File: src/rtl/dma_channel_seq.sv
// Single-channel DMA sequencer.
//
// Holds the channel registers AC (address counter), WC (word counter), WR (word register)
// and CR (2-bit mode). It requests the shared bus, moves one word per grant/ack handshake
// and stops on the terminal condition that CR selects.
//
// Optional feature: define DMA_AUTOINIT_EN to enable auto-initialise. A shadow copy of AC
// is captured on every AC load. On the terminal word the channel reloads AC from the
// shadow copy, clears WC and re-arms itself instead of going idle. In this mode only
// abort or rst returns the channel to idle.
//
// Ports:
//   clk, rst              clock, synchronous active-high reset
//   din                   CPU load data
//   ld_ac, ld_wr, ld_cr   register loads, honoured only while idle
//   start                 begin a transfer, honoured only while idle
//   abort                 cancel the transfer in progress
//   bus_req, bus_gnt      bus arbitration handshake
//   bus_addr              transfer address (AC) while a word is on the bus, else 0
//   bus_ack               slave completed the current word
//   busy                  channel not idle
//   done                  one-cycle pulse after the terminal word
//   tc                    sticky terminal-count flag, cleared by start
module dma_channel_seq #(
  parameter int unsigned NBITS = 8
) (
  input  logic             clk,
  input  logic             rst,
  input  logic [NBITS-1:0] din,
  input  logic             ld_ac,
  input  logic             ld_wr,
  input  logic             ld_cr,
  input  logic             start,
  input  logic             abort,
  output logic             bus_req,
  input  logic             bus_gnt,
  output logic [NBITS-1:0] bus_addr,
  input  logic             bus_ack,
  output logic             busy,
  output logic             done,
  output logic             tc
);

  typedef enum logic [1:0] {StIdle, StReq, StXfer, StDone} state_e;

  localparam logic [NBITS-1:0] One = {{(NBITS-1){1'b0}}, 1'b1};

  state_e           state_q, state_d;
  logic [NBITS-1:0] ac_q, ac_d;
  logic [NBITS-1:0] wc_q, wc_d;
  logic [NBITS-1:0] wr_q, wr_d;
  logic [1:0]       cr_q, cr_d;
  logic             tc_q, tc_d;
  logic [NBITS-1:0] ac_inc, wc_inc;
  logic             terminal;
`ifdef DMA_AUTOINIT_EN
  logic [NBITS-1:0] ac_init_q, ac_init_d;
`endif

  assign ac_inc = ac_q + One;
  assign wc_inc = wc_q + One;

  // Terminal condition, evaluated on the pre-increment counter values.
  always_comb begin
    terminal = 1'b0;
    case (cr_q)
      2'b00:   terminal = &wc_q;            // carry out of the WC increment
      2'b01:   terminal = (wc_inc == wr_q); // WR = 0 gives 2^NBITS words
      2'b10:   terminal = (ac_q == wr_q);   // last word lands at address WR
      default: terminal = 1'b0;             // free-running until abort
    endcase
  end

  always_comb begin
    state_d = state_q;
    ac_d    = ac_q;
    wc_d    = wc_q;
    wr_d    = wr_q;
    cr_d    = cr_q;
    tc_d    = tc_q;
`ifdef DMA_AUTOINIT_EN
    ac_init_d = ac_init_q;
`endif
    case (state_q)
      StIdle: begin
        // Loads coincident with start land first, so the transfer uses the new values.
        if (ld_ac) begin
          ac_d = din;
`ifdef DMA_AUTOINIT_EN
          ac_init_d = din;
`endif
        end
        if (ld_wr) wr_d = din;
        if (ld_cr) cr_d = din[1:0];
        if (start) begin
          wc_d    = '0;
          tc_d    = 1'b0;
          state_d = StReq;
        end
      end
      StReq: begin
        if (abort)        state_d = StIdle;
        else if (bus_gnt) state_d = StXfer;
      end
      StXfer: begin
        // An acked word always counts, even when abort arrives in the same cycle.
        if (bus_ack) begin
          ac_d = ac_inc;
          wc_d = wc_inc;
        end
        if (abort)        state_d = StIdle;
        else if (bus_ack) state_d = terminal ? StDone : StReq;
      end
      StDone: begin
        if (abort) begin
          state_d = StIdle;
        end else begin
          tc_d = 1'b1;
`ifdef DMA_AUTOINIT_EN
          ac_d    = ac_init_q;
          wc_d    = '0;
          state_d = StReq;
`else
          state_d = StIdle;
`endif
        end
      end
      default: state_d = StIdle;
    endcase
  end

  always_ff @(posedge clk) begin
    if (rst) begin
      state_q <= StIdle;
      ac_q    <= '0;
      wc_q    <= '0;
      wr_q    <= '0;
      cr_q    <= 2'b00;
      tc_q    <= 1'b0;
    end else begin
      state_q <= state_d;
      ac_q    <= ac_d;
      wc_q    <= wc_d;
      wr_q    <= wr_d;
      cr_q    <= cr_d;
      tc_q    <= tc_d;
    end
  end

`ifdef DMA_AUTOINIT_EN
  always_ff @(posedge clk) begin
    if (rst) ac_init_q <= '0;
    else     ac_init_q <= ac_init_d;
  end
`endif

  assign bus_req  = (state_q == StReq) || (state_q == StXfer);
  assign bus_addr = (state_q == StXfer) ? ac_q : '0;
  assign busy     = (state_q != StIdle);
  assign done     = (state_q == StDone);
  assign tc       = tc_q;

endmodule
File: config.mk
export PLATFORM = sky130hd
export DESIGN_NAME = dma_channel_seq
export DESIGN_NICKNAME = d
export VERILOG_FILES = /design/src/rtl/dma_channel_seq.sv
export SDC_FILE = /design/constraint.sdc
export NUM_CORES = 1
export LEC_CHECK = 0
export BUFFER_PORTS_ARGS = -buffer_cell sky130_fd_sc_hd__buf_2
export CORE_AREA = 2 2 72 74
export DETAILED_ROUTE_END_ITERATION = 10
export DIE_AREA = 0 0 74 76
export PLACE_DENSITY = 0.55
export SLEW_MARGIN = 20
export SYNTH_ARGS = -nofsm -noshare
export SYNTH_HDL_FRONTEND = slang
export SYNTH_SLANG_ARGS = --single-unit
File: constraint.sdc
create_clock -name clk -period 2.3 [get_ports clk]
set_input_delay 0.23 -clock clk [delete_from_list [all_inputs] [get_ports clk]]
set_output_delay 0.23 -clock clk [all_outputs]
set_load 0.005 [all_outputs]
# --- After elaboration in Yosys (flattened, before gate mapping) ---
# Cells that the tools add are included.
word_totals:
  ff_bits: 29
  latchBits: 0
  mem_bits_rw: 0
  romBits: 0
  out_inout_bits: 12
  elab_cells: 52
  memories: 0
classes:
  add_sub_neg: 2
  multipliers: 0
  n_div: 0
  order_cmp: 0
  n_eq_ne: 13
  shifts: 0
  muxes: 18
  bitwise: 0
  n_reduce_logical: 13
op_table:
  columns: ["cell", "n"]
  rows:
  - ["$mux W8", 5]
  - ["$pmux W8 S2", 2]
  - ["$add A8 B1 Y8 const B", 2]
  - ["$eq A8 B8 Y1", 2]
  - ["$mux W2", 6]
  - ["$reduce_and A3 Y1", 4]
  - ["$ne A2 B2 Y1 const B", 4]
  - ["$pmux W2 S4", 1]
  - ["$reduce_and A8 Y1", 1]
  - ["$eq A2 B2 Y1 const B", 3]
  - ["$ne A3 B3 Y1 const B", 2]
  - ["$reduce_bool A2 Y1", 3]
  - ["$eq A2 B1 Y1 const B", 2]
  - ["$logic_not A2 Y1", 2]
  - ["$reduce_and A2 Y1", 2]
  - ["$pmux W1 S3", 1]
  - ["$mux W1", 2]
  - ["$pmux W1 S2", 1]
  - ["$logic_or A1 B1 Y1", 1]

# --- Depth between registers and ports, before layout ---
logic_depth:
  ltp_word: 7
  ltp_mapped: 10
  depth_no_buf: 8

# --- Worst setup path before layout ---
# Ideal clock, no wire load.
synth_path:
  path_type: "register -> register"
  start: "register wc_q[0]"
  end: "register state_q[1]"
  arrival_time_ns: 1.703
  path_slack_ns: 0.481
  stages_incl_launch_ff: 8
  n_path_buf: 0
  path_cell_list: "dfxtp_1 ha_1 nand3_2 or3_1 a31oi_1 xor2_1 nor3_1 a31o_1"
synth_between:
  elab_chain_cells: 7
  word_cells_on_any_way: 8
  cone_classes: "1 x add/sub; 1 x eq/ne; 5 x mux; 1 x reduce/logical"
synth_lines:
  columns: ["element", "line_no", "rtl"]
  rows:
  - ["start, declared", "50", "logic [NBITS-1:0] wc_q, wc_d;"]
  - ["start signal, assigned", "143", "wc_q <= wc_d;"]
  - ["$add A8 B1 Y8", "61", "assign wc_inc = wc_q + One;"]
  - ["$eq A8 B8 Y1", "68", "2'b01: terminal = (wc_inc == wr_q);"]
  - ["$pmux W1 S3 (*)", "66", "case (cr_q)"]
  - ["$mux W2 (*) (2 in series)", "112", "else if (bus_ack) state_d = terminal ? StDone : StReq;"]
  - ["$mux W2 (*)", "111", "if (abort) state_d = StIdle;"]
  - ["$pmux W2 S4 (*)", "84", "case (state_q)"]
  - ["end signal, assigned", "134", "state_q <= StIdle;"]
  - ["end signal, assigned", "141", "state_q <= state_d;"]
  - ["end, declared", "48", "state_e state_q, state_d;"]
# Every way passes the cells marked *; elsewhere a longest branch is shown, timed or not. The select of a mux whose other input is x is not followed.
# A chain may end at the register's enable or synchronous reset.

# --- Final worst setup path ---
# Same ends and word-level chain as after synthesis.

==> results.ini <==
[route]
drtPass1Iterations = 4
ant_nets = 0
vias_per_cell = 5.36
wire_per_inst_um = 13.8
initialDrtViolationCount = 131
num_vias = 1909
wl_um = 4920
drc_errors = 0

[sta]
worst_pin_slew_ns = 0.511
post-route-min-period_ns = 2.01
rsz0062_at_grt = false
fin_skew_ns = 0.00327
hold_viol = 0
worst_slack_ns = 0.293
fin_crit_sh_pct = 87.3
fin_tns_setup_ns = 0
fmax_mhz = 498
relSlewSlack_pct = 65.9
maxSlewViolCount = 0
setup_viol = 0

[clock_network]
hold_buffers = 0
cts_max_level = 2
cts_tree = done
cts_max_path_buffers = 2
numCtsBuffers = 5
clock_sinks = 29
clk_pin_slew_worst_paths_ns = 0.06
clk_latency_ns = 0.28
cts_setup_buffers = 0
cts-resized-gates = 0
clock-root-buffer = clkbuf_8

[layout]
diodes = 0
final_util_pct = 44.9
syn_to_final_growth_pct = 16.8
drive_gt1_share_pct = 16.1
fin_cells = 356
nets = 312

[floorplanning]
ios = 29
core_area_mm2 = 0.00491
die_w_um = 74
fp.dieArea_mm2 = 0.00562
die_h_um = 76
start_util_pct = 38.5
num_rows = 26

[global_routing]
grt_max_degree = 29
grt.total_usage_pct = 19.3
antenna_found_initial = 0
grt_pass1_wl_um = 8560
grt_pass1_vias = 1793
grt_overflow_total = 0

[pwr]
p_leak_uw = 0.000932
ir_drop_v = 0.000264
power.total_uw = 1300
power_density_mw_per_mm2 = 591

[placed_design]
io_buffers = 28
routabilityCongestion = 0.802
dp.cells = 349
hpwl_um = 3620
pre_cts_slack_ns = 0.317

[critical_path]
cp_max_fo = 7
r2r_end = state_q[1]
crit_path_cell_trace = ha_1 > nand3_2 > or3_1 > a31oi_1 > xor2_1 > nor3_1 > a31o_1
crit_type = flip-flop to flip-flop
crit-reg2reg-launch = wc_q[0]
critPathSlowestCell = dfxtp_1
rrSetupSlack_ns = 0.29
start_kind = flip-flop
r2r_cells = 7
critical-path-max-stage-delay_ns = 0.43
worstPathArrival_ns = 2.19
critPathRequiredTime_ns = 2.48
end_kind = flip-flop

[synth]
ys_ff_latch = 29
synth_nets = 284
avgSynthCellArea_um2 = 7.32
syn_area_mm2 = 0.00189
yosysSeqAreaShare_pct = 30.7
synth_top_cell_by_area = dfxtp_1
synthCells = 258
yosysWarningCount = 0
yosysUniqueCellTypes = 46
synth_ff_type = dfxtp_1
synth-async-reset-ratio_pct = 0
synth_enable_flop_cells = 0
synth_area_leaders = dfxtp_1 (31%), a21oi_1 (7.9%), nand2_1 (6.6%)
yosysTopAreaCellShare_pct = 30.7

[run_status]
status = complete, no violations

[worst_hold_path]
hold-path-endpoint = wr_q[3]
hold_depth = 3
hold_start = din[3]
hold_path_class = primary input to flip-flop

[flow_run]
cap_violations = 0

Yosys cell counts, drive strengths merged, types with 2 or more instances:
| cell type | instances |
|---|---|
| a2bb2oi | 2 |
| o21a | 2 |
| a211oi | 3 |
| dfxtp | 29 |
| mux2i | 2 |
| o2bb2ai | 2 |
| nand2 | 33 |
| nand3 | 18 |
| nor2 | 27 |
| nor4 | 2 |
| clkbuf | 7 |
| buf | 6 |
| o21ai | 17 |
| and3 | 3 |
| or3 | 4 |
| xnor2 | 2 |
| nor2b | 3 |
| a21oi | 30 |
| nor3 | 5 |
| xor2 | 5 |
| nand2b | 7 |
| and2 | 7 |
| a22oi | 4 |
| ha | 9 |
| inv | 11 |
sequential cells by signal, indices dropped and copies added, names as in the netlist:
register	cells
wr_q	8
ac_q	8
cr_q	2
state_q	2
wc_q	8
tc	1
worst max-delay path, delay by kind of cell (launching register included):
family / cells / cell delay (ns)
DFF: 1 / 0.43
AOI/OAI and AO/OA: 2 / 0.41
and+or+nand+nor: 3 / 0.61
adders and majority gates: 1 / 0.29
xor gates and xnor gates: 1 / 0.17
where the power goes:
part | switching (uW) | total (uW) | internal [uW] | leakage [uW]
combinational | 162 | 286 | 124 | 0.000650
sequential | 45.6 | 584 | 538 | 0.000237
clock | 198 | 435 | 237 | 0.0000443
worst max path at each step:
stage	from	endpoint	slack [ns]	cells past startpoint
6_report	wc_q[0]	state_q[1]	0.29	7
5_1_grt	wc_q[0]	state_q[1]	0.14	7
3_3_place_gp	wc_q[0]	state_q[1]	0.35	7
3_5_place_dp	wc_q[0]	state_q[1]	0.32	7
2_1_floorplan	wc_q[0]	state_q[1]	0.48	7
4_1_cts	wc_q[0]	state_q[1]	0.30	7
cell type report:
cell class / instances / area (um^2)
Clock buffer: 7 / 86.3
Inverter: 11 / 41.3
Fill cell: 517 / 2710
Multi-Input combinational cell: 205 / 1210
Tap cell: 70 / 87.6
Sequential cell: 29 / 581
Timing Repair Buffer: 34 / 198
cell families (layout without fill, tap and decap cells):
logic type | count (synthesis) | count (layout) | synth area share, %
and+or+nand+nor | 115 | 115 | 30.2
AOI/OAI and AO/OA | 72 | 72 | 23.8
DFF | 29 | 29 | 30.7
buffers and inverters | 24 | 52 | 5.03
adders and majority gates | 9 | 9 | 5.96
xor gates and xnor gates | 7 | 7 | 3.25
muxes | 2 | 2 | 1.06
layout by cell type (no fill, tap or decap), types with 2 or more instances in the layout:
| master | n |
|---|---|
| dfxtp_1 | 29 |
| o21a_1 | 2 |
| and2_1 | 7 |
| nor2b_1 | 3 |
| o21ai_0 | 17 |
| nand2b_1 | 7 |
| nor4_1 | 2 |
| clkbuf_8 | 6 |
| nor2_1 | 27 |
| a211oi_1 | 3 |
| a2bb2oi_1 | 2 |
| nand3_2 | 2 |
| buf_4 | 5 |
| buf_2 | 28 |
| xor2_1 | 5 |
| mux2i_1 | 2 |
| nand3_1 | 16 |
| and3_1 | 3 |
| xnor2_1 | 2 |
| a22oi_1 | 4 |
| or3_1 | 4 |
| nand2_1 | 33 |
| a21oi_1 | 30 |
| ha_1 | 9 |
| inv_1 | 11 |
| nor3_1 | 4 |
| o2bb2ai_1 | 2 |
per-stage QoR:
stage,cell area (um^2),hold WS [ns]
2_1_floorplan,1890,0.377
3_3_place_gp,2120,0.469
3_5_place_dp,2120,0.470
4_1_cts,2210,0.202
5_1_grt,2210,0.221
6_report,2210,0.211
layer usage:
layer	wire [um]	track usage, %
met3	217	3.97
met5	0	0
met1	2320	26.8
met2	2330	30.3
met4	59	5.27
(Power assumes the default switching activity.)
